--- src/rtl/bridge_pkg.sv ---
// Shared definitions for the AHB-to-AHB bridge source and sink controllers.
// Holds the controller state encoding and the request/response packet layout.
// Layout helpers are plain constant functions so both domains slice packets identically.
package bridge_pkg;

  typedef enum logic [1:0] {
    ACTIVE = 2'd0,
    DRAIN  = 2'd1,
    SLEEP  = 2'd2,
    WAKE   = 2'd3
  } state_t;

  // Request packet: {tag, rd0_wr1, addr, wr_data}
  function automatic int req_pkt_w(input int aw, input int dw, input int iw);
    return iw + aw + dw + 1;
  endfunction

  function automatic int req_addr_lsb(input int dw);
    return dw;
  endfunction

  function automatic int req_rw_bit(input int aw, input int dw);
    return aw + dw;
  endfunction

  function automatic int req_tag_lsb(input int aw, input int dw);
    return aw + dw + 1;
  endfunction

  // Response packet: {tag, err, data}
  function automatic int rsp_pkt_w(input int dw, input int iw);
    return iw + dw + 1;
  endfunction

  function automatic int rsp_err_bit(input int dw);
    return dw;
  endfunction

  function automatic int rsp_tag_lsb(input int dw);
    return dw + 1;
  endfunction

endpackage

--- src/rtl/bridge_rsp_tracker.sv ---
// Read tag bookkeeping: issue/expected tags, reads-in-flight count, response check.
// Latency: response strobe/data/err registered one cycle after a pop (or a timeout).
// Backpressure: none; the parent gates accepts on outstanding and pops on FIFO state.
// Optional SRC_CTRL_RD_TIMEOUT_EN: retires a stalled read with an error after
// TIMEOUT_CYCLES and silently discards late responses whose tag no longer matches.
module bridge_rsp_tracker
  import bridge_pkg::*;
#(
  parameter int DATA_WIDTH     = 32,
  parameter int ID_WIDTH       = 2,
  parameter int TIMEOUT_CYCLES = 256
) (
  input  logic                         i_clk_src,
  input  logic                         i_rstn_src,
  input  logic                         rd_accept,
  input  logic                         pop,
  input  logic                         clear_tags,
  input  logic [ID_WIDTH+DATA_WIDTH:0] rsp_packet,
  output logic [ID_WIDTH-1:0]          issue_tag,
  output logic [ID_WIDTH:0]            outstanding,
  output logic                         rd_valid,
  output logic                         rd_err,
  output logic [DATA_WIDTH-1:0]        rd_data
);

  localparam int                RSP_TAG_LSB = rsp_tag_lsb(DATA_WIDTH);
  localparam int                RSP_ERR_BIT = rsp_err_bit(DATA_WIDTH);
  localparam logic [ID_WIDTH:0] OUT_ONE     = {{ID_WIDTH{1'b0}}, 1'b1};

  logic [ID_WIDTH-1:0]   exp_tag;
  logic [ID_WIDTH-1:0]   rsp_tag;
  logic                  rsp_err;
  logic [DATA_WIDTH-1:0] rsp_data;
  logic                  tag_match;
  logic                  counted_pop;
  logic                  timeout_hit;
  logic                  dec;

  assign rsp_tag   = rsp_packet[RSP_TAG_LSB +: ID_WIDTH];
  assign rsp_err   = rsp_packet[RSP_ERR_BIT];
  assign rsp_data  = rsp_packet[DATA_WIDTH-1:0];
  assign tag_match = (rsp_tag == exp_tag);

`ifdef SRC_CTRL_RD_TIMEOUT_EN
  localparam int CNT_W = $clog2(TIMEOUT_CYCLES);

  logic [CNT_W-1:0] to_cnt;

  // A mismatching tag belongs to a read already retired by timeout: drop it.
  assign counted_pop = pop && tag_match && (outstanding != '0);
  assign timeout_hit = (outstanding != '0) && !pop
                       && (to_cnt == CNT_W'(TIMEOUT_CYCLES - 1));

  // Cycles since the last pop while reads are in flight.
  always_ff @(posedge i_clk_src or negedge i_rstn_src) begin
    if (!i_rstn_src) begin
      to_cnt <= '0;
    end else if (pop || timeout_hit || (outstanding == '0)) begin
      to_cnt <= '0;
    end else begin
      to_cnt <= to_cnt + CNT_W'(1);
    end
  end
`else
  assign counted_pop = pop;
  assign timeout_hit = 1'b0;
`endif

  assign dec = counted_pop || timeout_hit;

  // Tag counters and reads-in-flight count; accept+retire in one cycle cancel.
  always_ff @(posedge i_clk_src or negedge i_rstn_src) begin
    if (!i_rstn_src) begin
      issue_tag   <= '0;
      exp_tag     <= '0;
      outstanding <= '0;
    end else begin
      if (clear_tags) begin
        issue_tag <= '0;
        exp_tag   <= '0;
      end else begin
        if (rd_accept) issue_tag <= issue_tag + ID_WIDTH'(1);
        if (dec)       exp_tag   <= exp_tag + ID_WIDTH'(1);
      end
      if (rd_accept && !dec) begin
        outstanding <= outstanding + OUT_ONE;
      end else if (!rd_accept && dec) begin
        outstanding <= outstanding - OUT_ONE;
      end
    end
  end

  // Registered read response; a tag mismatch is reported as an error.
  always_ff @(posedge i_clk_src or negedge i_rstn_src) begin
    if (!i_rstn_src) begin
      rd_valid <= 1'b0;
      rd_err   <= 1'b0;
      rd_data  <= '0;
    end else begin
      rd_valid <= dec;
      if (counted_pop) begin
        rd_data <= rsp_data;
        rd_err  <= rsp_err || !tag_match;
      end else if (timeout_hit) begin
        rd_data <= '0;
        rd_err  <= 1'b1;
      end
    end
  end

`ifndef SRC_CTRL_RD_TIMEOUT_EN
  a_no_pop_when_idle: assert property (@(posedge i_clk_src) disable iff (!i_rstn_src)
    !(pop && (outstanding == '0)));
`endif

endmodule

--- src/rtl/bridge_src_ctrl_mo.sv ---
// Source-domain bridge controller: tagged requests out, tag-checked responses in, sleep handshake.
// Latency: request push is combinational with accept; read data one cycle after response pop.
// Backpressure: o_ready drops on request FIFO full, MAX_OUTSTANDING reads in flight, or non-ACTIVE.
// Optional SRC_CTRL_RD_TIMEOUT_EN enables the read timeout and late-response discard.
module bridge_src_ctrl_mo
  import bridge_pkg::*;
#(
  parameter int ADDR_WIDTH      = 32,
  parameter int DATA_WIDTH      = 32,
  parameter int MAX_OUTSTANDING = 4,
  parameter int ID_WIDTH        = $clog2(MAX_OUTSTANDING),
  parameter int TIMEOUT_CYCLES  = 256
) (
  input  logic                                    i_clk_src,
  input  logic                                    i_rstn_src,
  input  logic                                    i_src_sleep_req,
  input  logic                                    i_sink_sleep_status,
  input  logic                                    i_valid,
  input  logic                                    i_rd0_wr1,
  input  logic [ADDR_WIDTH-1:0]                   i_addr,
  input  logic [DATA_WIDTH-1:0]                   i_wr_data,
  output logic                                    o_ready,
  output logic [DATA_WIDTH-1:0]                   o_rd_data,
  output logic                                    o_rd_valid,
  output logic                                    o_rd_err,
  input  logic                                    i_req_fifo_full,
  input  logic                                    i_req_fifo_empty,
  output logic                                    o_req_fifo_wr_en,
  output logic [ID_WIDTH+ADDR_WIDTH+DATA_WIDTH:0] o_req_packet,
  input  logic                                    i_rsp_fifo_empty,
  input  logic [ID_WIDTH+DATA_WIDTH:0]            i_rsp_packet,
  output logic                                    o_rsp_fifo_rd_en,
  output logic [ID_WIDTH:0]                       o_outstanding,
  output logic                                    o_src_sleep_ack,
  output logic                                    o_source_sleep_status,
  output logic                                    o_fifo_rstn
);

  localparam int                REQ_TAG_LSB  = req_tag_lsb(ADDR_WIDTH, DATA_WIDTH);
  localparam int                REQ_RW_BIT   = req_rw_bit(ADDR_WIDTH, DATA_WIDTH);
  localparam int                REQ_ADDR_LSB = req_addr_lsb(DATA_WIDTH);
  localparam logic [ID_WIDTH:0] MAX_OUT      = (ID_WIDTH+1)'(MAX_OUTSTANDING);

  state_t              state;
  state_t              state_nxt;
  logic                accept;
  logic [ID_WIDTH-1:0] issue_tag;

  // State register.
  always_ff @(posedge i_clk_src or negedge i_rstn_src) begin
    if (!i_rstn_src) begin
      state <= ACTIVE;
    end else begin
      state <= state_nxt;
    end
  end

  // Next state plus accept and pop qualifiers.
  always_comb begin
    state_nxt        = state;
    o_ready          = 1'b0;
    o_rsp_fifo_rd_en = 1'b0;
    case (state)
      ACTIVE: begin
        if (i_src_sleep_req || i_sink_sleep_status) state_nxt = DRAIN;
        o_ready = !i_req_fifo_full && (o_outstanding != MAX_OUT);
      end
      DRAIN: begin
        if ((o_outstanding == '0) && i_req_fifo_empty && i_rsp_fifo_empty) state_nxt = SLEEP;
      end
      SLEEP: begin
        if (!i_src_sleep_req && !i_sink_sleep_status) state_nxt = WAKE;
      end
      WAKE: begin
        state_nxt = ACTIVE;
      end
      default: begin
        state_nxt = ACTIVE;
      end
    endcase
    if ((state == ACTIVE) || (state == DRAIN)) begin
`ifdef SRC_CTRL_RD_TIMEOUT_EN
      // Stale responses may remain after all reads have timed out; keep draining them.
      o_rsp_fifo_rd_en = !i_rsp_fifo_empty;
`else
      o_rsp_fifo_rd_en = !i_rsp_fifo_empty && (o_outstanding != '0);
`endif
    end
  end

  assign accept           = i_valid && o_ready;
  assign o_req_fifo_wr_en = accept;

  // Request packet; writes are posted and always carry tag 0.
  always_comb begin
    o_req_packet                                = '0;
    o_req_packet[REQ_TAG_LSB +: ID_WIDTH]       = i_rd0_wr1 ? '0 : issue_tag;
    o_req_packet[REQ_RW_BIT]                    = i_rd0_wr1;
    o_req_packet[REQ_ADDR_LSB +: ADDR_WIDTH]    = i_addr;
    o_req_packet[DATA_WIDTH-1:0]                = i_wr_data;
  end

  // Sleep status outputs and FIFO reset follow the SLEEP state one cycle late.
  always_ff @(posedge i_clk_src or negedge i_rstn_src) begin
    if (!i_rstn_src) begin
      o_fifo_rstn           <= 1'b1;
      o_src_sleep_ack       <= 1'b0;
      o_source_sleep_status <= 1'b0;
    end else begin
      o_fifo_rstn           <= (state != SLEEP);
      o_src_sleep_ack       <= (state == SLEEP) && i_src_sleep_req;
      o_source_sleep_status <= (state == SLEEP) && i_src_sleep_req;
    end
  end

  bridge_rsp_tracker #(
    .DATA_WIDTH     (DATA_WIDTH),
    .ID_WIDTH       (ID_WIDTH),
    .TIMEOUT_CYCLES (TIMEOUT_CYCLES)
  ) u_rsp_tracker (
    .i_clk_src   (i_clk_src),
    .i_rstn_src  (i_rstn_src),
    .rd_accept   (accept && !i_rd0_wr1),
    .pop         (o_rsp_fifo_rd_en),
    .clear_tags  (state == WAKE),
    .rsp_packet  (i_rsp_packet),
    .issue_tag   (issue_tag),
    .outstanding (o_outstanding),
    .rd_valid    (o_rd_valid),
    .rd_err      (o_rd_err),
    .rd_data     (o_rd_data)
  );

endmodule

--- config.mk ---
export PLATFORM = sky130hd
export DESIGN_NAME = bridge_src_ctrl_mo
export DESIGN_NICKNAME = d
export VERILOG_FILES = /design/src/rtl/bridge_pkg.sv /design/src/rtl/bridge_rsp_tracker.sv /design/src/rtl/bridge_src_ctrl_mo.sv
export SDC_FILE = /design/constraint.sdc
export NUM_CORES = 1
export LEC_CHECK = 0
export BUFFER_PORTS_ARGS = -buffer_cell sky130_fd_sc_hd__buf_2
export CORE_AREA = 2 2 85 87
export DETAILED_ROUTE_END_ITERATION = 8
export DIE_AREA = 0 0 87 89
export GPL_ROUTABILITY_DRIVEN = 0
export HOLD_SLACK_MARGIN = 0.12
export PLACE_DENSITY = 0.85
export SYNTH_ARGS = -nofsm -noshare
export SYNTH_HDL_FRONTEND = slang
export SYNTH_SLANG_ARGS = --single-unit
--- constraint.sdc ---
create_clock -name i_clk_src -period 3.2 [get_ports i_clk_src]
set_input_delay 0.16 -clock i_clk_src [delete_from_list [all_inputs] [get_ports i_clk_src]]
set_output_delay 0.16 -clock i_clk_src [all_outputs]
set_load 0.02 [all_outputs]
## Word level (Yosys, flattened, before mapping)

Index checks and enable logic that the tools add are counted.

| cells by class | value |
|---|---|
| equality and inequality tests | 9 |
| add/sub/neg operators | 4 |
| muxes and demuxes | 13 |
| reduce and logical (&&, ||, !) cells | 28 |

Operator list:

| kind | count |
|---|---|
| $mux 2 | 8 |
| $logic_and 1x1->1 | 10 |
| $logic_not 1->1 | 8 |
| $ne 2x2->1 const B | 4 |
| $pmux 2 s4 | 1 |
| $mux 3 | 2 |
| $reduce_bool 2->1 | 3 |
| $add 2x1->2 const B | 2 |
| $eq 2x2->1 const B | 2 |
| $add 3x1->3 const B | 1 |
| $logic_not 3->1 | 1 |
| $logic_or 1x1->1 | 3 |
| $ne 3x3->1 const B | 1 |
| $reduce_and 3->1 | 1 |
| $reduce_bool 3->1 | 1 |
| $sub 3x1->3 const B | 1 |
| $eq 2x1->1 const B | 1 |
| $eq 2x2->1 | 1 |
| $logic_not 2->1 | 1 |
| $mux 1 | 2 |

| storage, ports and cells | value |
|---|---|
| bits of input ports | 108 |
| register bits | 45 |
| logic and storage cells | 63 |

## Depth between registers and ports, before layout

Gate-level depths: netlist of the first run.

| logic depth | value |
|---|---|
| depth after elaboration | 9 |
| mapped depth | 12 |
| depth with buffers taken out | 11 |

## Hierarchy

Synthesis of the first run repeated with hierarchy kept, for this count alone.

| unflattened totals | value |
|---|---|
| cell total of the unflattened synthesis | 197 |
| area, all modules | 2496.1 µm² |

Modules (own cells, without submodules):

| module | area each (µm²) | instances | cells an instance |
|---|---|---|---|
| bridge_rsp_tracker | 1709.1 | 1 | 101 |
| bridge_src_ctrl_mo | 787.0 | 1 | 96 |

## Worst setup path before layout of the first run

OpenSTA, ideal clock, no wires.

| timing | value |
|---|---|
| path kind | flip-flop to flip-flop |
| start point | reg state[1] |
| end point | reg u_rsp_tracker.outstanding[1] |
| library setup time | 0.125 ns |
| data required time | 3.075 ns |
| stages on the path, launching flop included | 11 |
| arrival | 2.219 ns |
| slack | 0.857 ns |
| cell sequence | dfrtp_1 > inv_1 > ha_1 > o21bai_2 > nor2_4 > buf_6 > inv_1 > ha_1 > inv_1 > fa_1 > mux2_2 |

| on the way | value |
|---|---|
| elaborated cells on any way between the ends | 13 |
| classes of those cells | eq/ne: 1; mux: 3; reduce/logical: 9 |

RTL lines:

| item | RTL line | RTL |
|---|---|---|
| start, declared | bridge_src_ctrl_mo.sv:44 | `state_t state;` |
| start signal, assigned | bridge_src_ctrl_mo.sv:54 | `state <= state_nxt;` |
| $eq 2x1->1 / $logic_not 2->1 (equally long branches) | bridge_src_ctrl_mo.sv:81 | `if ((state == ACTIVE) \|\| (state == DRAIN)) begin` |
| $logic_or 1x1->1 (*) | bridge_src_ctrl_mo.sv:81 |  |
| $mux 1 (*) | bridge_src_ctrl_mo.sv:81 |  |
| via o_rsp_fifo_rd_en | bridge_src_ctrl_mo.sv:32 | `output logic o_rsp_fifo_rd_en,` |
| $logic_not 1->1 | bridge_rsp_tracker.sv:85 | `if (rd_accept && !dec) begin` |
| $logic_and 1x1->1 | bridge_rsp_tracker.sv:85 |  |
| $mux 3 / $reduce_bool 2->1 (equally long branches) | - |  |
| end signal, assigned | bridge_rsp_tracker.sv:86 | `outstanding <= outstanding + OUT_ONE;` |
| end signal, assigned | bridge_rsp_tracker.sv:88 | `outstanding <= outstanding - OUT_ONE;` |
| end, declared | bridge_rsp_tracker.sv:20 | `output logic [ID_WIDTH:0] outstanding,` |

The timed path passes the listed nets; every way through them passes the cells marked *.
A chain may end at the register's enable or synchronous reset.

## Worst setup path in the final report of the first run

| timing | value |
|---|---|
| start point | reg state[1] |
| end point | reg u_rsp_tracker.outstanding[2] |

| on the way | value |
|---|---|
| cells in the longest elaborated chain, start to end | 7 |
| elaborated cells on any way between the ends | 13 |
| classes of those cells | eq/ne: 1; mux: 3; reduce/logical: 9 |

RTL lines:

| item | RTL line | RTL |
|---|---|---|
| $logic_not 2->1 | bridge_src_ctrl_mo.sv:63, bridge_src_ctrl_mo.sv:81 |  |
| $mux 1 | bridge_src_ctrl_mo.sv:63 | `case (state)` |
| $logic_and 1x1->1 | bridge_src_ctrl_mo.sv:91 | `assign accept = i_valid && o_ready;` |
| $logic_and 1x1->1 | bridge_src_ctrl_mo.sv:123 | `.rd_accept (accept && !i_rd0_wr1),` |
| $logic_not 1->1 | bridge_rsp_tracker.sv:87 | `end else if (!rd_accept && dec) begin` |
| $logic_and 1x1->1 | bridge_rsp_tracker.sv:87 |  |
| $reduce_bool 2->1 (no source line) | - |  |

Several ways; a longest one is shown, not always the timed one.

==> results of run 1 <==
-- worst paths after layout --
path / from / to / slack [ns] / depth (start not counted)
max: state[1] / u_rsp_tracker.outstanding[2] / 0.81 / 10
min: i_rsp_packet[32] / u_rsp_tracker.rd_err / 0.23 / 3
max reg2reg: state[1] / u_rsp_tracker.outstanding[2] / 0.81 / 10
min reg2reg: u_rsp_tracker.rd_data[5] / u_rsp_tracker.rd_data[5] / 0.51 / 1
max in group asynchronous: i_rstn_src / u_rsp_tracker.rd_data[7] / 2.00 / 2
min in group asynchronous: i_rstn_src / u_rsp_tracker.rd_data[27] / 0.58 / 2
-- through the flow --
stage	power, mW	util (%)	cell area [um2]	cells	hold slack [ns]
after floorplan	2.32	-	2570	206	-0.136
after global placement	2.58	38.6	2600	307	0.320
after detailed placement	2.64	38.6	2600	307	0.320
after CTS	3.10	45.3	3040	349	0.225
after global routing	3.28	45.3	3040	349	0.245
final	3.08	45.3	3040	349	0.226
-- cell type report --
class | count | area [um2]
multi-input cells | 85 | 890
clock buffers | 6 | 72.6
fillers | 599 | 3670
flip-flops and latches | 45 | 1130
repair buffers | 124 | 793
inverters | 7 | 26.3
clock inverters | 2 | 35.0
well taps | 80 | 100
-- cells by family after synthesis --
logic type | count (synthesis) | synth area share [%]
compound gates | 17 | 4.72
xor+xnor | 5 | 1.70
fa+ha+maj | 6 | 3.21
buf+inv | 76 | 21.6
flops | 45 | 43.8
mux | 34 | 19.0
simple gates | 23 | 5.98
-- sequential cells by signal, indices dropped and copies added, names as in the netlist --
name,cells
o_source_sleep_status,1
o_fifo_rstn,1
u_rsp_tracker.rd_valid,1
state,2
u_rsp_tracker.exp_tag,2
u_rsp_tracker.issue_tag,2
u_rsp_tracker.outstanding,3
u_rsp_tracker.rd_data,32
u_rsp_tracker.rd_err,1
-- layer usage --
layer | GRT usage, % | up-vias | wire (um)
li1 | - | 752 | -
met1 | 14.7 | 792 | 2080
met2 | 24.1 | 83 | 2780
met3 | 4.06 | 32 | 444
met4 | 7.24 | 0 | 197
met5 | 0 | - | 0
-- where the power goes --
part           internal, mW  leakage (nW)  switching, mW
logic                 0.774         0.910          0.842
clock network         0.232        0.0552          0.180
registers             0.860         0.538          0.192
total                  1.87          1.50           1.21
-- cells in the final DEF (no fill, tap or decap), types with 4 or more instances in the layout --
cell | Yosys | layout
sky130_fd_sc_hd__dfrtp_1 | 44 | 44
sky130_fd_sc_hd__nor2_1 | 4 | 4
sky130_fd_sc_hd__buf_2 | 0 | 89
sky130_fd_sc_hd__mux2_2 | 6 | 6
sky130_fd_sc_hd__ha_1 | 5 | 5
sky130_fd_sc_hd__xor2_1 | 4 | 4
sky130_fd_sc_hd__inv_1 | 7 | 7
sky130_fd_sc_hd__a21oi_1 | 4 | 4
sky130_fd_sc_hd__clkbuf_8 | 0 | 5
sky130_fd_sc_hd__mux2_4 | 28 | 28
sky130_fd_sc_hd__nor3_1 | 4 | 4
sky130_fd_sc_hd__dlygate4sd3_1 | 0 | 34
-- worst max-delay path, stage by stage, from the launching register on --
cell	delay, ns
sky130_fd_sc_hd__dfrtp_1	0.41
sky130_fd_sc_hd__inv_1	0.12
sky130_fd_sc_hd__ha_1	0.28
sky130_fd_sc_hd__nand3b_1	0.21
sky130_fd_sc_hd__nor3_1	0.21
sky130_fd_sc_hd__ha_1	0.22
sky130_fd_sc_hd__inv_1	0.06
sky130_fd_sc_hd__fa_1	0.38
sky130_fd_sc_hd__xor2_1	0.15
sky130_fd_sc_hd__nor2_1	0.10
sky130_fd_sc_hd__xor2_1	0.16
==> flow_results.org, run 1 <==
** Synthesis
- Counting flops with a built-in enable in the synthesized netlist gives 0.
- Number of nets in the synthesized netlist :: 320
- Area of the mapped netlist :: around 0.0026 mm2
- Synth area leaders :: sky130_fd_sc_hd__dfrtp_1 (43%), sky130_fd_sc_hd__buf_4 (19%), sky130_fd_sc_hd__mux2_4 (16%)
- Post-synthesis instance total :: just over 200
- Most instantiated cells after synthesis :: sky130_fd_sc_hd__buf_4 (66), sky130_fd_sc_hd__dfrtp_1 (44), sky130_fd_sc_hd__mux2_4 (28), sky130_fd_sc_hd__inv_1 (7), sky130_fd_sc_hd__mux2_2 (6)
- Leading cell type by number of instances after synthesis :: sky130_fd_sc_hd__buf_4
- Of all cell types, the one taking the most synthesized area is sky130_fd_sc_hd__dfrtp_1.
- Post-synthesis area per instance :: 12.5 um2
- Of the post-synthesis cell area, the dominant cell type holds between 40% and 50%.
- Total of warnings raised by yosys :: 0
- Share of synthesized registers carrying an async set or reset :: 100%
- Synthesis instantiated 34 different standard cells from the library.
- Sequential elements use a little over two fifths of the synthesized area.
- The most used flip-flop cell after synthesis is sky130_fd_sc_hd__dfrtp_1.
- Synthesis inferred 45 register bits.

** Routing
- Summed over all layers, the routed wires come to ~5500 um.
- Once detail routing completed, the nets flagged for antenna violations numbered 0.
- The first detailed-routing pass took 4 iterations.
- In the routed design, unresolved DRC markers number 0.
- First DRT Iteration DRCs :: 27
- Using the TritonRoute via totals, the vias-per-cell ratio works out to approximately 4.8.
- For this block, the via count after detailed routing is 1659.
- Dividing the detail-routed wire length by the instance count gives between 15 and 20 um.

** Pwr
- Leak :: about 1.5 nW
- For this design the ratio of total power to cell area is 1010 mW/mm2.
- Across the VDD grid, the largest voltage drop is about 0.40 mV.

** Setup path
- Data arrives at the worst endpoint at approximately 2.6 ns.
- Required @ worst endpoint :: 3.41 ns
- Element type at the critical path end :: register
- Critical path class :: register to register
- CP max FO :: 6
- Sort of element at the start of the critical path :: register

** CTS
- Htree depth :: 2
- The clock passes through at most 2 buffers.
- Counting the buffers created by CTS gives 5.
- Setup repair bufs after CTS :: 0
- Hold-fix buffers at CTS :: 34
- TritonCTS clock tree :: done
- Sinks on the clock net :: 45
- Clock-pin slew was measured on the worst setup and hold paths at 0.08 ns.
- After clock tree synthesis, the repair step resized 0 gates.
- Clock latency of the later-clocked register in the worst-skew pair :: between 0.2 and 0.3 ns
- The root buffer cell chosen for the clock tree is sky130_fd_sc_hd__clkbuf_8.

** Placed design
- Timing analysis after detailed placement gives a worst setup slack of about 0.8 ns.
- Post-DP HPWL :: approximately 3700 um
- During placement, the flow inserted port buffers numbering 89.

** Min path
- Path type of the worst min-delay path :: input pin to register

** Floorplan
- Vertical die dimension :: 89 um
- Ports placed on the boundary :: 218
- Row generation in the floorplan step produced 30 rows.
- Std-Cell Core Area :: approximately 0.0067 mm2
- For this configuration, the core starts out at a cell density of 38.3%.
- In this run the horizontal extent of the chip is approximately 87 um.
- The die covers just under 0.008 mm2.

** Global routing
- After global routing the overflow that remains totals 0.
- Global routing consumed, over all layers together, 13.6% of the routing resources.
- The initial antenna violation count is 0.
- The number of global-route vias before repair came to ~1600.
- Entering global routing, the biggest net connects 46 pins.
- Global-route wire length before repair :: 8080 um

** STA
- Hold violation total from the final report :: 0
- Headroom to the max-slew limit came out at between 30% and 40%.
- Transition at the pin with the smallest max-transition slack :: ~0.98 ns
- The total count of max-transition violations in the final report is 0.
- Total negative slack :: 0 ns
- Post-layout worst setup margin :: approximately 0.81 ns
- Final setup violation count :: 0
- Final cycle utilization of the critical path :: 74.6%
- Setup repair after global routing left no endpoint under its margin.
- Clock tree skew after final layout :: roughly 0.0077 ns
- FMAX :: approximately 420 MHz
- The smallest clock period supported by the final layout is computed as about 2.4 ns.

** Final layout
- Share of layout cells above drive strength 1 :: roughly half
- The area growth from synthesis to layout is 18.3%.
- Final Net Count :: about 380
- The number of antenna diodes in the final layout is 0.

** Run
- The tool flagged a number of max-cap violations equal to 0.

** Status
- Outcome :: finished, final reports clean
(Power assumes the default switching activity.)
==> run 2, diff against run 1 <==
--- a/config.mk
+++ b/config.mk
@@ -6,12 +6,11 @@
 export NUM_CORES = 1
 export LEC_CHECK = 0
 export BUFFER_PORTS_ARGS = -buffer_cell sky130_fd_sc_hd__buf_2
-export CORE_AREA = 2 2 85 87
+export CORE_UTILIZATION = 35
 export DETAILED_ROUTE_END_ITERATION = 8
-export DIE_AREA = 0 0 87 89
 export GPL_ROUTABILITY_DRIVEN = 0
 export HOLD_SLACK_MARGIN = 0.12
-export PLACE_DENSITY = 0.85
+export PLACE_DENSITY = 0.83
 export SYNTH_ARGS = -nofsm -noshare
 export SYNTH_HDL_FRONTEND = slang
 export SYNTH_SLANG_ARGS = --single-unit
==> constraint.sdc (replaced) <==
create_clock -name i_clk_src -period 2.1 [get_ports i_clk_src]
set_input_delay 0.105 -clock i_clk_src [delete_from_list [all_inputs] [get_ports i_clk_src]]
set_output_delay 0.105 -clock i_clk_src [all_outputs]
set_load 0.02 [all_outputs]
==> run 2 against run 1 <==
Via count grew 5.6%. Global-route usage rose by 1.0 points. Count of clock-buffer cells in the layout increased by 1. Die area decreased by 0.60%. Maximum frequency up 15%. Critical path type unchanged. Largest cell class unchanged. Highest routed layer unchanged.
==> flow_results.org, run 2 (synthesized netlist as in run 1, its figures left out) <==
** Global routing
- Initial antenna violation count :: 0
- Global-route wire length before repair :: between 8000 and 9000 um
- For this run, the total global-route usage over all layers was measured as between 10 and 15%.
- Total global routing overflow :: 0
- Number of global-route vias before repair :: approximately 1800
- Entering global routing, the biggest net connects 46 pins.

** Floorplan
- The core region is 0.00694 mm2.
- The die covers 0.00770 mm2.
- # rows :: 30
- Vertical die dimension :: a little under 90 um
- Die X-Extent :: slightly below 90 um
- During I/O placement, the number of pins put on the boundary was between 200 and 250.
- Once the floorplan was initialized, standard cells occupied 37.0% of the core.

** Routing
- Number of vias after detailed routing :: between 1500 and 2000
- In the routed design, unresolved DRC markers number 0.
- First DRT Iteration DRCs :: 25
- Final wirelength :: 5640 um
- In this run the remaining antenna-violating nets after routing total 0.
- Detailed-router iteration count before antenna repair :: 3
- Average wire per cell in the routed design :: approximately 15 um
- Drt via density :: 4.62

** Final layout
- Most frequent standard cell in the layout excluding fill and tap cells :: sky130_fd_sc_hd__buf_2
- The final layout contains between 300 and 400 nets.
- The filler cells instantiated in the layout total a little over 600.
- The library cells used most frequently in the layout, excluding fill and tap cells, are sky130_fd_sc_hd__buf_2 (89), sky130_fd_sc_hd__dfrtp_1 (40), sky130_fd_sc_hd__dlygate4sd3_1 (34).
- Relative to the synthesized area, the layout overhead comes to 26.2%.
- Share of layout cells above drive strength 1 :: 59.4%
- After the flow finishes, the layout carries non-filler instances totaling between 300 and 400.
- Non-Filler Cell Area, Final :: ~0.0032 mm2
- Largest registers :: u_rsp_tracker.rd_data: 32 flops, u_rsp_tracker.outstanding: 3 flops
- The register with the most flip-flops in the layout has 32 of them.
- 0 antenna diodes ended up in the layout.
- Ranked by flip-flop count, first place goes to u_rsp_tracker.rd_data.

** CTS
- In this run, CTS created clock tree buffers numbering 5.
- TritonCTS clock tree :: done
- Master cell of the clock root buffer :: sky130_fd_sc_hd__clkbuf_8
- Number of buffers on the longest clock path :: 2
- CTS saw 45 sinks.
- Clock latency of the later-clocked register in the worst-skew pair :: 0.29 ns
- The H-tree was split into 2 levels.
- After clock tree synthesis, the clock-pin slew on the worst setup and hold paths is 0.09 ns.

** STA
- Final cycle utilization of the critical path :: between 90% and 100%
- Summed over all failing endpoints, the final setup total negative slack is 0 ns.
- FMAX :: a little under 500 MHz
- Final setup violation count :: 0
- The total count of max-transition violations in the final report is 0.
- The worst pin sits at a relative slew slack of 62.1%.
- Crit path time final :: between 2 and 2.5 ns
- Hold is met by 0.165 ns.
- Transition at the pin with the smallest max-transition slack :: 0.569 ns
- Hold violation total from the final report :: 0
- Clock tree skew after final layout :: roughly 0.014 ns
- RSZ-0062 raised after global routing :: true

** Pwr
- Fraction of power spent switching nets :: around 39%
- VDD IR-drop max :: between 0.3 and 0.4 mV
- Part of the total power dissipated in combinational logic :: 56.2%
- Psw :: 1.93 mW
- The share of total power dissipated in sequential elements is between 30% and 40%.
- Fraction of power consumed by the clock network :: a little under an eighth
- For this design the ratio of total power to cell area is between 1500 and 2000 mW/mm2.
- Internal power comes to about 3.0 mW.
- For this design the static power due to leakage is roughly 1.6 nW.

** Placed design
- Number of I/O port buffers :: 89
- Dpl cell area :: around 0.0027 mm2
- Once detailed placement completed, the half-perimeter wirelength came to ~3700 um.
- Placed insts :: approximately 330

** Setup path
- Data arrives at the worst endpoint at ~2.3 ns.
- Sort of element at the start of the critical path :: register
- Data on the critical path is required at its endpoint by around 2.3 ns.
- Critical path class :: register to register
- Along the worst path, the maximum fanout reaches 5.
- Element type at the critical path end :: register

** Min path
- Path type of the worst min-delay path :: input pin to register

** Status
- The flow ran to the end, and the final reports show no timing, DRC or antenna violations.

** Run
- Across the run, the number of max-cap violations was 0.
[run 2: changes by cell type in the layout (fill, tap and decap cells not counted), moves of 2 or more]
cell                       previous run  this run
sky130_fd_sc_hd__clkbuf_8             5         7
sky130_fd_sc_hd__ha_1                 5         2
sky130_fd_sc_hd__ha_4                 0         3
sky130_fd_sc_hd__buf_4                1        14
sky130_fd_sc_hd__dfrtp_2              0         4
sky130_fd_sc_hd__dfrtp_1             44        40
sky130_fd_sc_hd__inv_2                0         3
sky130_fd_sc_hd__inv_1                7         3
[run 2: per-stage QoR]
| step | total power [mW] | util, % | setup WS, ns |
|---|---|---|---|
| after floorplan | 3.65 | - | -0.0602 |
| after global placement | 4.14 | 39.5 | 0.0615 |
| after detailed placement | 4.22 | 39.5 | -0.0594 |
| after CTS | 4.88 | 46.0 | 0.00399 |
| after global routing | 5.28 | 46.8 | -0.121 |
| final | 4.93 | 46.8 | 0.0187 |
[run 2: metal layers]
layer | vias up | share of wire, % | track usage [%]
li1 | 788 | - | -
met1 | 829 | 39 | 15.3
met2 | 97 | 48 | 25.2
met3 | 38 | 9.0 | 5.28
met4 | 0 | 4.0 | 8.94
met5 | - | 0 | 0
[run 2: repair_timing]
item	CTS	global route
hold buffers	34	0
resized for setup	2	5
endpoints found under the hold margin	77	0
buffers inserted	0	5
endpoints found under the setup margin	3	3
pin swaps	1	8
[run 2: layout make-up]
cell class	count	area, um2	share of cell area, %
Sequential cell	45	1130	34.9
Multi-Input combinational cell	85	953	29.4
Timing Repair Buffer	138	911	28.1
Tap cell	96	120	3.70
Clock buffer	7	96.3	2.97
Inverter	7	28.8	0.886
Clock inverter	1	5.00	0.154
[run 2: final timing paths]
| kind | cells after the start | startpoint | slack [ns] | endpoint |
|---|---|---|---|---|
| worst min register to register | 1 | u_rsp_tracker.rd_data[17] | 0.51 | u_rsp_tracker.rd_data[17] |
| worst max register to register | 10 | state[1] | 0.02 | u_rsp_tracker.outstanding[2] |
| worst min-delay path | 3 | i_rsp_packet[32] | 0.16 | u_rsp_tracker.rd_err |
| worst max-delay path | 10 | state[1] | 0.02 | u_rsp_tracker.outstanding[2] |
| max in group asynchronous | 3 | i_rstn_src | 1.23 | u_rsp_tracker.outstanding[1] |
| min in group asynchronous | 3 | i_rstn_src | 0.44 | u_rsp_tracker.exp_tag[1] |
[run 2: critical path: stages (launching register included)]
cell and delay (ns):
sky130_fd_sc_hd__dfrtp_1 0.40, sky130_fd_sc_hd__inv_2 0.11, sky130_fd_sc_hd__ha_4 0.16, sky130_fd_sc_hd__nand3b_1 0.14
sky130_fd_sc_hd__nor3_4 0.25, sky130_fd_sc_hd__ha_4 0.16, sky130_fd_sc_hd__inv_2 0.03, sky130_fd_sc_hd__fa_2 0.32
sky130_fd_sc_hd__xor2_1 0.15, sky130_fd_sc_hd__nor2_1 0.13, sky130_fd_sc_hd__xor2_1 0.14
[run 2: power by group through the flow]
| stage | Sequential [mW] | Combinational (mW) | Clock, mW |
|---|---|---|---|
| 2_1_floorplan | 2.08 | 1.57 | 0 |
| 3_3_place_gp | 1.57 | 2.57 | 0 |
| 3_5_place_dp | 1.59 | 2.62 | 0 |
| 4_1_cts | 1.58 | 2.70 | 0.596 |
| 5_1_grt | 1.64 | 3.00 | 0.639 |
| 6_report | 1.59 | 2.77 | 0.572 |
==> run 3, diff against run 2 <==
--- a/config.mk
+++ b/config.mk
@@ -11,6 +11,7 @@
 export GPL_ROUTABILITY_DRIVEN = 0
 export HOLD_SLACK_MARGIN = 0.12
 export PLACE_DENSITY = 0.83
+export SLEW_MARGIN = 10
 export SYNTH_ARGS = -nofsm -noshare
 export SYNTH_HDL_FRONTEND = slang
 export SYNTH_SLANG_ARGS = --single-unit
==> constraint.sdc (replaced) <==
create_clock -name i_clk_src -period 2.1 [get_ports i_clk_src]
set_input_delay 0 -clock i_clk_src [delete_from_list [all_inputs] [get_ports i_clk_src]]
set_output_delay 0 -clock i_clk_src [all_outputs]
set_load 0.02 [all_outputs]
==> run 3 against run 2 <==
The flow now stops in clock tree synthesis. Synthesized cell count unchanged. Synthesized area unchanged.
==> flow_results.org, run 3 <==
** Floorplan
- # rows :: 30
- 218 I/O pins were placed.
- Initial Utilization :: a little under two fifths
- From left edge to right edge, the die measures between 80 and 90 um.
- From bottom edge to top edge, the die measures around 88 um.

** Placed design
- During placement, the flow inserted port buffers numbering 89.
- Summed over all nets, the half-perimeter wirelength after detailed placement is 3750 um.
- Placed insts :: 331

** CTS
- Clock tree synthesis selected as its root buffer the cell sky130_fd_sc_hd__clkbuf_8.
- Number of buffers on the longest clock path :: 2
- Htree depth :: 2
- Sinks on the clock net :: between 40 and 50
- The number of hold buffers added after CTS was around 100.
- Setup repair bufs after CTS :: 0
- PostCTS Resize Cnt :: 2
- Number of buffers added by the clock tree synthesis step :: 5

** Synthesis
- Yosys cell types :: 34
- After synthesis, the largest area contributor takes up 42.8% of total cell area.
- In this run the mean area of a mapped cell was between 10 and 15 um2.
- Yosys printed 0 warnings.
- After synthesis the netlist holds a flip-flop and latch count of 45.
- Synthesis produced a netlist whose cell count is between 200 and 250.
- Synthesis produced a netlist with a net count of 320.
- After synthesis, flip-flops and latches occupy roughly 44% of the total area.
- The synthesized design contains 0 enable-type register cells.
- Synth area leaders :: sky130_fd_sc_hd__dfrtp_1 (43%), sky130_fd_sc_hd__buf_4 (19%), sky130_fd_sc_hd__mux2_4 (16%)
- The cell area that synthesis handed to floorplanning was ~0.0026 mm2.
- In the synthesized netlist the dominant register cell turns out to be sky130_fd_sc_hd__dfrtp_1.
- Cell accounting for the most synthesized area :: sky130_fd_sc_hd__dfrtp_1
- The most common cell in the synthesized netlist is sky130_fd_sc_hd__buf_4.
- The commonest cells after synthesis are sky130_fd_sc_hd__buf_4 (66), sky130_fd_sc_hd__dfrtp_1 (44), sky130_fd_sc_hd__mux2_4 (28), sky130_fd_sc_hd__inv_1 (7), sky130_fd_sc_hd__mux2_2 (6).
- Share of synthesized registers carrying an async set or reset :: 100%

** Status
- Outcome :: did not finish
- Tool error :: [ERROR RSZ-0060] Max buffer count reached.
- Progress stopped at clock tree synthesis.
-- run 3: kinds of logic after synthesis --
| kind of cell | Yosys count | share of synthesized area [%] |
|---|---|---|
| simple gates | 23 | 5.98 |
| mux | 34 | 19.0 |
| compound gates | 17 | 4.72 |
| flops | 45 | 43.8 |
| fa+ha+maj | 6 | 3.21 |
| buf+inv | 76 | 21.6 |
| xor+xnor | 5 | 1.70 |
-- run 3: per-stage QoR --
stage / hold WS [ns] / area, um2 / util, % / worst slack (ns)
2_1_floorplan: -0.296 / 2640 / - / -0.0602
3_3_place_gp: 0.000137 / 2730 / 39.4 / 0.0612
3_5_place_dp: 0.000137 / 2730 / 39.4 / -0.111
==> run 4, diff against run 3 <==
--- a/config.mk
+++ b/config.mk
@@ -6,11 +6,11 @@
 export NUM_CORES = 1
 export LEC_CHECK = 0
 export BUFFER_PORTS_ARGS = -buffer_cell sky130_fd_sc_hd__buf_2
-export CORE_UTILIZATION = 35
+export CORE_AREA = 2 2 85 87
 export DETAILED_ROUTE_END_ITERATION = 8
+export DIE_AREA = 0 0 87 89
 export GPL_ROUTABILITY_DRIVEN = 0
-export HOLD_SLACK_MARGIN = 0.12
-export PLACE_DENSITY = 0.83
+export PLACE_DENSITY_LB_ADDON = 0.15
 export SLEW_MARGIN = 10
 export SYNTH_ARGS = -nofsm -noshare
 export SYNTH_HDL_FRONTEND = slang
==> constraint.sdc (replaced) <==
create_clock -name i_clk_src -period 2.7 [get_ports i_clk_src]
set_input_delay 0 -clock i_clk_src [delete_from_list [all_inputs] [get_ports i_clk_src]]
set_output_delay 0 -clock i_clk_src [all_outputs]
set_load 0.02 [all_outputs]
==> run 4 against run 3 <==
The flow now finishes without violations.
==> flow_results.org, run 4 (synthesized netlist as in run 1, its figures left out) <==
** Status
- The flow ran to the end, and the final reports show no timing, DRC or antenna violations.

** Routing
- Detailed-router iteration count before antenna repair :: 4
- The count of nets left with antenna violations once routing finished came out at 0.
- In the routed design, unresolved DRC markers number 0.
- Using the TritonRoute via totals, the vias-per-cell ratio works out to between 4 and 5.
- Final wirelength :: around 5100 um
- Number of vias after detailed routing :: between 1500 and 2000
- Average wire per cell in the routed design :: 14.5 um
- The detailed router finished its first iteration with 39 violations.

** STA
- For the pin with the worst max-slew slack, the measured transition is just over 1 ns.
- Final cycle utilization of the critical path :: between 80% and 90%
- Crit path time final :: between 2 and 2.5 ns
- Timing would allow up to approximately 420 MHz.
- The total count of max-transition violations in the final report is 0.
- Clock skew on the completed layout was measured at roughly 0.0083 ns.
- Total negative slack :: 0 ns
- Setup violations remaining at the end of the flow were counted as 0.
- RSZ-0062 raised after global routing :: false
- Headroom to the max-slew limit came out at between 30 and 40%.
- The final count of hold timing violations came to 0.

** Setup path
- Stage delay of the slowest cell on the critical path :: 0.41 ns
- Cell with the largest stage delay on the worst path :: sky130_fd_sc_hd__dfrtp_1
- Element type at the critical path end :: register
- STA puts the critical path data required time at between 2 and 3 ns.
- Family with the most delay on the worst path :: adder cells
- Data on the critical path arrives at its endpoint at around 2.6 ns.
- Sort of element at the start of the critical path :: register
- Number of buffers and inverters on the critical path :: 2
- CP max FO :: 6
- Critical path class :: register to register
- The critical path goes through inv_1, ha_1, nand3b_1, nor3_1, ha_1, inv_1, fa_1, xor2_1, nor2_1, xor2_1.

** Final layout
- Antenna cell count :: 0
- Largest registers :: u_rsp_tracker.rd_data: 32 flops, u_rsp_tracker.outstanding: 3 flops
- Leaving out fill and tap cells, the most frequent cells in the layout are sky130_fd_sc_hd__buf_2 (89), sky130_fd_sc_hd__dfrtp_1 (44), sky130_fd_sc_hd__dlygate4sd3_1 (34).
- Number of fillers in the final layout :: a little over 600
- Most frequent standard cell in the layout excluding fill and tap cells :: sky130_fd_sc_hd__buf_2
- In the final layout, the share of cells above drive strength 1 is a little over half.
- Largest register by flop count :: u_rsp_tracker.rd_data
- Count of non-filler cells in the finished layout :: between 300 and 400
- Number of flip-flops under the largest register name :: 32
- Area overhead of the layout relative to synthesis :: 19.1%
- In the final design database the tool counted 383 nets.

** Floorplan
- roughly 220 I/O pins were placed.
- The floorplan has 30 rows.
- Measured along the y axis, the die boundary spans slightly below 90 um.
- Std-Cell Core Area :: about 0.0067 mm2
- The floorplan step defined a die boundary enclosing between 0.007 and 0.008 mm2.
- The initial utilization of the core area, before any placement, comes to 38.3%.
- The floorplan step set the die width to between 80 and 90 um.

** Min path
- The tightest min-delay check is of the input pin to primary output type.

** Run
- Total of max-cap violations :: 0

** CTS
- Counting along the longest clock path gives a buffer depth of 2.
- TritonCTS clock tree :: done
- Clock-pin slew was measured on the worst setup and hold paths at ~0.090 ns.
- Number of buffers added by the clock tree synthesis step :: 5
- Clock latency of the later-clocked register in the worst-skew pair :: around 0.29 ns
- Master cell of the clock root buffer :: sky130_fd_sc_hd__clkbuf_8
- After clock tree synthesis, the repair step resized 0 gates.
- Htree depth :: 2
- Sinks on the clock net :: 45

** Placed design
- Once detailed placement completed, the half-perimeter wirelength came to around 3300 um.
- Placed insts :: between 300 and 400
- Number of I/O port buffers :: 89

** Global routing
- Entering global routing, the biggest net connects 46 pins.
- Global Route Usage Sum :: 12.8%
- Initial antenna violation count :: 0
- After global routing the overflow that remains totals 0.
- Number of global-route vias before repair :: ~1700
- The first global-routing pass estimated 7670 um of wire.

** Pwr
- Leak :: approximately 1.5 nW
- Overall power consumption after layout is estimated at ~3.7 mW.
- In this run the power density over the cells is between 1000 and 1500 mW/mm2.
- Across the VDD grid, the largest voltage drop is 0.462 mV.
==> run 4: report_power, final <==
part           internal (mW)  switching, mW
registers               1.02          0.202
clock network          0.301          0.234
logic                  0.924          0.987
total                   2.24           1.42
==> run 4: area by class of cell <==
cell class | count | area, um2 | share of cell area (%)
timing repair buffer | 125 | 801 | 26.1
inverter | 7 | 26.3 | 0.857
clock inverter | 2 | 37.5 | 1.22
sequential | 45 | 1130 | 36.8
multi-input combinational | 85 | 890 | 29.0
tap | 80 | 100 | 3.27
clock buffer | 6 | 82.6 | 2.69
==> run 4: worst paths after layout <==
kind	start	endpoint	slack (ns)	cells past startpoint
setup reg to reg	state[1]	u_rsp_tracker.outstanding[2]	0.34	10
min in group asynchronous	i_rstn_src	u_rsp_tracker.rd_data[11]	0.41	2
setup / recovery	state[1]	u_rsp_tracker.outstanding[2]	0.34	10
hold reg to reg	u_rsp_tracker.rd_data[9]	u_rsp_tracker.rd_data[9]	0.51	1
hold / removal	i_addr[20]	o_req_packet[52]	0.000007	0
max in group asynchronous	i_rstn_src	u_rsp_tracker.outstanding[0]	1.66	2
==> run 4: layer usage <==
layer	vias to the layer above	wire [um]	GRT usage, %
li1	750	-	-
met1	760	2230	15.8
met2	91	2280	20.3
met3	16	474	4.99
met4	0	105	5.26
met5	-	0	0
==> run 4: timing repair <==
item,in CTS,in global routing
buffers inserted,0,0
endpoints found under the hold margin,77,0
hold buffers,34,0
==> run 4: metrics by stage <==
step                area [um2]  setup slack (ns)  utilization [%]  hold WS, ns
floorplan                 2570             0.357                -       -0.296
global placement          2600             0.432             38.8     0.000137
detailed placement        2600             0.332             38.8     0.000137
CTS                       3060             0.304             45.6     0.000137
global route              3060             0.132             45.6    0.0000292
finish                    3060             0.335             45.6   0.00000723
